`src/rtl/mem_sram_ctrl_pkg.sv`:
```
// Shared definitions for the memory-stage SRAM controller: FSM state
// encoding, default parameter values and a counter-width helper.
package mem_sram_ctrl_pkg;

    typedef enum logic [1:0] {
        IDLE = 2'd0,
        LO   = 2'd1,
        HI   = 2'd2,
        DONE = 2'd3
    } state_t;

    localparam int unsigned DEFAULT_BASE_ADDR   = 1024;
    localparam int unsigned DEFAULT_WAIT_CYCLES = 2;
    localparam int unsigned DEFAULT_SRAM_AW     = 18;

    // A single wait cycle still needs a one-bit counter to stay well formed.
    function automatic int unsigned cnt_width(input int unsigned wait_cycles);
        return (wait_cycles > 1) ? $clog2(wait_cycles) : 1;
    endfunction

endpackage

```
`src/rtl/mem_sram_ctrl_if.sv`:
```
// External 16-bit asynchronous SRAM bus. The controller is the master;
// the SRAM device (or its model) is the slave.
interface mem_sram_ctrl_if
    import mem_sram_ctrl_pkg::*;
#(
    parameter int unsigned SRAM_AW = DEFAULT_SRAM_AW
) ();

    logic [SRAM_AW-1:0] addr;
    logic [15:0]        dq_out;
    logic [15:0]        dq_in;
    logic               dq_oe;
    logic               we_n;

    modport master (
        output addr,
        output dq_out,
        output dq_oe,
        output we_n,
        input  dq_in
    );

    modport slave (
        input  addr,
        input  dq_out,
        input  dq_oe,
        input  we_n,
        output dq_in
    );

endinterface

```
`src/rtl/mem_sram_ctrl.sv`:
```
// Memory-stage controller: turns one 32-bit load/store from the EXE/MEM
// register into two half-word accesses on a 16-bit asynchronous SRAM,
// holding each half for WAIT_CYCLES cycles and stalling the pipeline
// until the access finishes.
module mem_sram_ctrl
    import mem_sram_ctrl_pkg::*;
#(
    parameter logic [31:0] BASE_ADDR   = 32'(DEFAULT_BASE_ADDR),
    parameter int unsigned WAIT_CYCLES = DEFAULT_WAIT_CYCLES,
    parameter int unsigned SRAM_AW     = DEFAULT_SRAM_AW
) (
    input  logic            clk,
    input  logic            rst,
    input  logic            mem_r_en,
    input  logic            mem_w_en,
    input  logic [31:0]     alu_result,
    input  logic [31:0]     val_rm,
    output logic            ready,
    output logic            stall,
    output logic [31:0]     read_data,
    mem_sram_ctrl_if.master sram
);

    localparam int unsigned     CNT_W    = cnt_width(WAIT_CYCLES);
    localparam logic [CNT_W-1:0] CNT_LAST = CNT_W'(WAIT_CYCLES - 1);

    state_t             state;
    state_t             state_next;
    logic [CNT_W-1:0]   cnt;
    logic               op_write;
    logic               req;
    logic               last;
    logic [31:0]        offset;
    logic [SRAM_AW-2:0] word_addr;
    logic               unused_offset_bits;

    // Address and data are taken live from the frozen pipeline register;
    // only the operation type is remembered across the access.
    assign req       = mem_r_en | mem_w_en;
    assign last      = (cnt == CNT_LAST);
    assign offset    = alu_result - BASE_ADDR;
    assign word_addr = offset[SRAM_AW:2];

    // Out-of-window address bits wrap silently; they are intentionally dropped.
    assign unused_offset_bits = ^{offset[31:SRAM_AW+1], offset[1:0]};

    assign ready = (state == DONE);
    assign stall = req & ~ready;

    // State register; reset abandons any access in flight.
    always_ff @(posedge clk) begin
        if (rst) begin
            state <= IDLE;
        end else begin
            state <= state_next;
        end
    end

    // Next-state logic: each half stays up for WAIT_CYCLES cycles, DONE lasts one.
    always_comb begin
        state_next = state;
        case (state)
            IDLE:    if (req)  state_next = LO;
            LO:      if (last) state_next = HI;
            HI:      if (last) state_next = DONE;
            DONE:              state_next = IDLE;
            default:           state_next = IDLE;
        endcase
    end

    // Wait counter, latched operation and read-data capture at the end of each half.
    always_ff @(posedge clk) begin
        if (rst) begin
            cnt       <= '0;
            op_write  <= 1'b0;
            read_data <= '0;
        end else begin
            case (state)
                IDLE: begin
                    cnt <= '0;
                    if (req) begin
                        op_write <= mem_w_en;
                    end
                end
                LO, HI: begin
                    cnt <= last ? '0 : cnt + 1'b1;
                    if (!op_write && last) begin
                        if (state == LO) begin
                            read_data[15:0] <= sram.dq_in;
                        end else begin
                            read_data[31:16] <= sram.dq_in;
                        end
                    end
                end
                default: cnt <= '0;
            endcase
        end
    end

    // SRAM bus drive: address and write strobe are only active in the two halves.
    always_comb begin
        sram.addr   = '0;
        sram.dq_out = '0;
        sram.dq_oe  = 1'b0;
        sram.we_n   = 1'b1;
        case (state)
            LO: begin
                sram.addr = {word_addr, 1'b0};
                if (op_write) begin
                    sram.dq_out = val_rm[15:0];
                    sram.dq_oe  = 1'b1;
                    sram.we_n   = 1'b0;
                end
            end
            HI: begin
                sram.addr = {word_addr, 1'b1};
                if (op_write) begin
                    sram.dq_out = val_rm[31:16];
                    sram.dq_oe  = 1'b1;
                    sram.we_n   = 1'b0;
                end
            end
            default: ;
        endcase
    end

endmodule
```
`src/flat_wrapper.sv`:
```
// flat-port wrapper written by rule: the top's interface ports become plain ports
module mem_sram_ctrl_flat import mem_sram_ctrl_pkg::*;
#(
    parameter logic [31:0] BASE_ADDR   = 32'(DEFAULT_BASE_ADDR),
    parameter int unsigned WAIT_CYCLES = DEFAULT_WAIT_CYCLES,
    parameter int unsigned SRAM_AW     = DEFAULT_SRAM_AW
)
  (clk, rst, mem_r_en, mem_w_en, alu_result, val_rm, ready, stall, read_data, sram_addr, sram_dq_out, sram_dq_oe, sram_we_n, sram_dq_in);
  mem_sram_ctrl_if #(.SRAM_AW(SRAM_AW)) sram_i ();
  input  logic clk;
  input  logic rst;
  input  logic mem_r_en;
  input  logic mem_w_en;
  input  logic [31:0] alu_result;
  input  logic [31:0] val_rm;
  output logic ready;
  output logic stall;
  output logic [31:0] read_data;
  output wire logic [$bits(sram_i.addr)-1:0] sram_addr;
  output wire logic [$bits(sram_i.dq_out)-1:0] sram_dq_out;
  output wire logic [$bits(sram_i.dq_oe)-1:0] sram_dq_oe;
  output wire logic [$bits(sram_i.we_n)-1:0] sram_we_n;
  input wire logic [$bits(sram_i.dq_in)-1:0] sram_dq_in;
  assign sram_addr = sram_i.addr;
  assign sram_dq_out = sram_i.dq_out;
  assign sram_dq_oe = sram_i.dq_oe;
  assign sram_we_n = sram_i.we_n;
  assign sram_i.dq_in = sram_dq_in;
  mem_sram_ctrl #(.BASE_ADDR(BASE_ADDR), .WAIT_CYCLES(WAIT_CYCLES), .SRAM_AW(SRAM_AW)) u_core (.clk(clk), .rst(rst), .mem_r_en(mem_r_en), .mem_w_en(mem_w_en), .alu_result(alu_result), .val_rm(val_rm), .ready(ready), .stall(stall), .read_data(read_data), .sram(sram_i));
endmodule
```
`config.mk`:
```
export PLATFORM = sky130hd
export DESIGN_NAME = mem_sram_ctrl_flat
export DESIGN_NICKNAME = d
export VERILOG_FILES = /design/src/rtl/mem_sram_ctrl_pkg.sv /design/src/rtl/mem_sram_ctrl_if.sv /design/src/rtl/mem_sram_ctrl.sv /design/src/flat_wrapper.sv
export SDC_FILE = /design/constraint.sdc
export NUM_CORES = 1
export LEC_CHECK = 0
export ABC_AREA = 1
export ABC_CLOCK_PERIOD_IN_PS = 3600
export BUFFER_PORTS_ARGS = -buffer_cell sky130_fd_sc_hd__buf_2
export CAP_MARGIN = 15
export CORE_MARGIN = 5
export CORE_UTILIZATION = 29
export CTS_CLUSTER_SIZE = 16
export DETAILED_ROUTE_END_ITERATION = 8
export PLACE_DENSITY_LB_ADDON = 0.25
export SYNTH_ARGS = -nofsm -noshare
export SYNTH_HDL_FRONTEND = slang
export SYNTH_SLANG_ARGS = --single-unit
```
`constraint.sdc`:
```
create_clock -name clk -period 3.6 [get_ports clk]
set_input_delay 0.54 -clock clk [delete_from_list [all_inputs] [get_ports clk]]
set_output_delay 0.54 -clock clk [all_outputs]
set_load 0.05 [all_outputs]
```
== Word-level counts from Yosys, hierarchy flattened ==
Index checks and enable logic that the tools add are counted.

* Add/subtract/negate cells: 2
* Equal/unequal tests: 6
* Multiplexer cells: 12
* Bitwise logic cells: 5
* Reduce and logical (&&, ||, !) cells: 9

{| class="wikitable"
|+ Operator list
! operator !! number
|-
| $pmux 18 s2 || 1
|-
| $mux 16 || 2
|-
| $pmux 16 s2 || 1
|-
| $sub 19x11->19 const B || 1
|-
| $reduce_and 3->1 || 3
|-
| $pmux 2 s4 || 1
|-
| $mux 2 || 3
|-
| $ne 2x1->1 const B || 3
|-
| $eq 2x2->1 const B || 2
|-
| $mux 1 || 4
|-
| $not 1->1 || 3
|-
| $reduce_or 3->1 || 1
|-
| $eq 2x1->1 const B || 1
|-
| $logic_not 2->1 || 1
|-
| $reduce_and 2->1 || 1
|-
| $reduce_or 2->1 || 1
|-
| $add 1x1->1 const B || 1
|-
| $and 1x1->1 || 1
|-
| $logic_and 1x1->1 || 1
|-
| $logic_not 1->1 || 1
|-
| $or 1x1->1 || 1
|}

* Output and inout port bits: 70
* Register bits after elaboration: 36
* Input bits: 84
* Logic and storage cells: 39

== Logic depth before layout (Yosys ltp) ==
* Depth in word-level cells: 4
* Mapped depth: 7

== Least setup slack after synthesis ==
No wires, ideal clock.

* Path type: reg2out
* From: reg u_core.state[0]
* To: out sram_addr[12]
* Stages on the path, launching flop included: 8
* Path buffers: 1
* Data arrival time: 2.159 ns
* Setup slack: 0.901 ns
* Path through: dfxtp_1 -> inv_1 -> ha_1 -> buf_6 -> o21ai_2 -> inv_1 -> o21ai_0 -> a21oi_1

* Longest elaborated chain between the ends: 2
* Elaborated cells between the ends (all ways): 3

{| class="wikitable"
|+ Ends and longest elaborated chain
! element !! line !! source
|-
| start: declaration || mem_sram_ctrl.sv:27 || <nowiki>state_t state;</nowiki>
|-
| start signal: assignment || mem_sram_ctrl.sv:55 || <nowiki>state <= state_next;</nowiki>
|-
| $eq 2x2->1 / $eq 2x1->1 (equally long branches) || mem_sram_ctrl.sv:106 || <nowiki>case (state)</nowiki>
|-
| $pmux 18 s2 (*) || mem_sram_ctrl.sv:106 ||
|-
| end: declaration || flat_wrapper.sv:19 || <nowiki>output wire logic [$bits(sram_i.addr)-1:0] sram_addr;</nowiki>
|}

Every way passes the cells marked *; elsewhere a longest branch is shown, timed or not.

== Worst setup path after layout ==
Same ends and word-level chain as after synthesis.

==> results.md <==
- The flow ran to the end, and the final reports show no timing, DRC or antenna violations.
- Setup repair after global routing left no endpoint under its margin.
- The initial antenna violation count is 0.
- Of the total power, combinational logic draws 0.521.
- The remaining number of nets flagged by the antenna check after routing is 0.
- The cell accounting for the most synthesized area is dfxtp_1.
- Counting the fill cells in the layout gives 727.
- For this design the ratio of total power to cell area is 643.2 mW/mm².
- After synthesis, the netlist uses 19 different library cells.
- After synthesis the netlist holds a flip-flop and latch count of 36.
- The part of the cycle the worst path needs is 0.8084.
- In this run the post-CTS setup repair buffer count came out at 0.
- Of the total synthesized cell area, the portion taken by AND, OR, NAND and NOR gates is 0.1794.
- The cell count after synthesis came out at 293.
- For this design the static power due to leakage is 1.429 nW.
- Across all layers, the routed design uses 2180 vias.
- The combinational family with the most area after synthesis is compound AO/OA/AOI/OAI gates.
- Port buffering added 138 buffers.
- The area overhead of the layout relative to synthesis is 40.51%.
- The number of warnings printed during yosys synthesis is 0.
- The longest clock path from root to sink contains 2 buffers.
- For this block, the initial DRC count from the detailed router was 67.
- In this run the cell area of the synthesized design comes to 0.001946 mm².
- The critical path start-end classification is reg2out.
- The compound-gate portion of the synthesized area is 0.2424.
- The routed design has 5.733 mm of wire.
- The kind of start point of the critical path is a register.
- The HPWL after detailed placement is 4.476 mm.
- The fmax is 343.6 MHz.
- Of the total synthesized cell area, the portion taken by XOR and XNOR cells is 0.
- The number of clock buffers added by TritonCTS is 5.
- The number of maximum-capacitance constraint violations is 0.
- The share of total power in the clock network is 0.196.
- The routed design could run at a clock period as short as 2.910 ns.
- The number of hold violations in the final report is 0.
- The mean routed wirelength per cell is 11.44 µm.
- Of the cells placed in the final design, the portion with a size suffix greater than 1 is 0.3561.
- The data arrival time of the worst path is 2.37 ns.
- The post-layout net count is 514.
- The switching power summed over all nets is 0.8801 mW.
- The clock-pin transition on the worst setup and hold timing paths is 0.07 ns.
- The required time at the endpoint of the critical path is 3.06 ns.
- The portion of synthesized area spent on multiplexers is 0.
- In this run the horizontal extent of the chip is 91.91 µm.
- The number of global-route vias before repair is 2073.
- At the later pin of the worst-skew pair, clock insertion delay measures 0.28 ns.
- The final count of pins violating max slew is 0.
- The overall track demand over capacity in global routing is 0.1311.
- The min-delay analysis places its worst path in the category in2reg.
- The die height is 91.91 µm.
- The root cell of the clock tree is clkbuf_8.
- The floorplan has 29 rows.
- After clock tree synthesis, the repair step resized 0 gates.
- Setup violations remaining at the end of the flow were counted as 0.
- The area share of the largest cell type after synthesis is 0.3704.
- For this design the top-level I/O count stands at 154.
- The number of sinks on the clock net is 36.
- The share of synthesized area occupied by flip-flops and latches is 0.3704.
- The routability congestion estimate is 0.7167.
- The CTS tree is built.
- The placeable core region is 0.006422 mm².
- The number of nets handed over by synthesis was 384.
- The share of total power dissipated in sequential elements is 0.282.
- The area of the die is 0.008447 mm².
- Yosys attributes the largest share of cell area to dfxtp_1 37%, a21oi_1 14%, inv_1 11%.
- The switching portion of total power is 0.5006.
- The setup TNS after final layout is 0 ns.
- The largest net degree at the start of global routing is 35.
- The repair_antennas step left the layout with diodes totalling 0.
- The H-tree was split into 2 levels.
- The endpoint type of the worst setup path is a primary output.
- After detailed routing, the number of remaining DRC violations is 0.
- The number of iterations in the first detailed-routing pass is 4.
- The wire length of the first global-routing pass is 9.280 mm.
- The worst-path maximum fanout is 20.
- The remaining global-route overflow is 0.
- The hold-fix buffer count after cts is 0.
- Of the total synthesized cell area, the portion taken by full adders, half adders and majority gates is 0.04502.
- Hold is met by 0.4396 ns.
- The average instance in the mapped netlist occupies 6.640 µm².
- The clock tree skew after final layout is 0.006330 ns.
- The internal power of the cells is 0.8782 mW.
- For the pin with the worst max-slew slack, the measured transition is 0.8146 ns.
- Across the VDD grid, the largest voltage drop is 0.3073 mV.
- Dividing the detail-routed via count by the number of cells gives 4.351.
- The relative max-transition margin is 0.4563.
- For this configuration, the core starts out at a cell density of 0.3029.
power groups by stage:
| stage | logic (mW) | clock network (mW) | registers (mW) |
|---|---|---|---|
| after detailed placement | 0.923 | 0 | 0.506 |
| final | 0.917 | 0.345 | 0.497 |
| after global placement | 0.917 | 0 | 0.504 |
| after floorplan | 0.593 | 0 | 0.648 |
| after global routing | 0.995 | 0.376 | 0.505 |
| after CTS | 0.926 | 0.358 | 0.498 |
kinds of logic after synthesis:
| logic type | count (synthesis) |
|---|---|
| flops | 36 |
| simple gates | 86 |
| buf+inv | 71 |
| fa+ha+maj | 7 |
| compound gates | 93 |
through the flow:
stage	utilization	total power [mW]	instance area (µm²)	instances	setup WS (ns)
final	0.4257	1.758	2734	501	0.6899
after global routing	0.4257	1.877	2734	501	0.4228
after CTS	0.4257	1.782	2734	501	0.6362
after detailed placement	0.4089	1.429	2626	493	0.9473
after global placement	0.4089	1.421	2626	493	0.9787
after floorplan	-	1.241	1946	293	0.9006
worst max-delay path: stages, from the launching register on:
cell	delay, ns
dfxtp_1	0.35
inv_1	0.12
ha_1	0.60
o21ai_2	0.28
inv_1	0.21
o21ai_0	0.11
a21oi_1	0.14
buf_2	0.28
final cells by class:
cell class / count / area [µm²] / area share
multi-input cells: 186 / 908.4 / 0.3323
clock inverters: 2 / 35.03 / 0.01281
flip-flops and latches: 36 / 720.7 / 0.2636
clock buffers: 6 / 72.57 / 0.02654
well taps: 77 / 96.34 / 0.03524
inverters: 56 / 210.2 / 0.07689
repair buffers: 138 / 690.7 / 0.2526
routing by layer:
metal | vias up | track usage | wire length [µm]
met5 | - | 0 | 0
met4 | 0 | 0.03342 | 54
met3 | 6 | 0.04664 | 461
met2 | 63 | 0.2415 | 2902
met1 | 935 | 0.1424 | 2314
li1 | 1176 | - | -
worst paths after layout:
check,start,to,slack [ns],depth (start not counted)
setup reg to reg,u_core.state[0],u_core.state[1],1.93,6
hold reg to reg,u_core.read_data[25],u_core.read_data[25],0.44,2
setup / recovery,u_core.state[0],sram_addr[12],0.69,7
hold / removal,rst,u_core.op_write,0.44,2
cell usage in the layout (no fill, tap or decap), drive strengths merged:
cell / n
clkbuf: 6
buf: 138
bufinv: 1
o21ai: 37
o21bai: 1
inv: 56
or2: 1
nand2: 50
clkinv: 1
nand3: 7
nor2: 26
a21oi: 55
ha: 7
dfxtp: 36
nor3: 2
Yosys cell counts, drive strengths merged:
cell and instances:
a21oi 55, buf 14, clkbuf 1, dfxtp 36
ha 7, inv 56, nand2 50, nand3 7
nor2 26, nor3 2, o21ai 37, o21bai 1
or2 1
state kept, by name, summed over array words and instances (netlist names):
register,flops
u_core.state,2
u_core.read_data,32
u_core.op_write,1
u_core.cnt,1
Note: power is estimated with default switching activity, not from simulation.
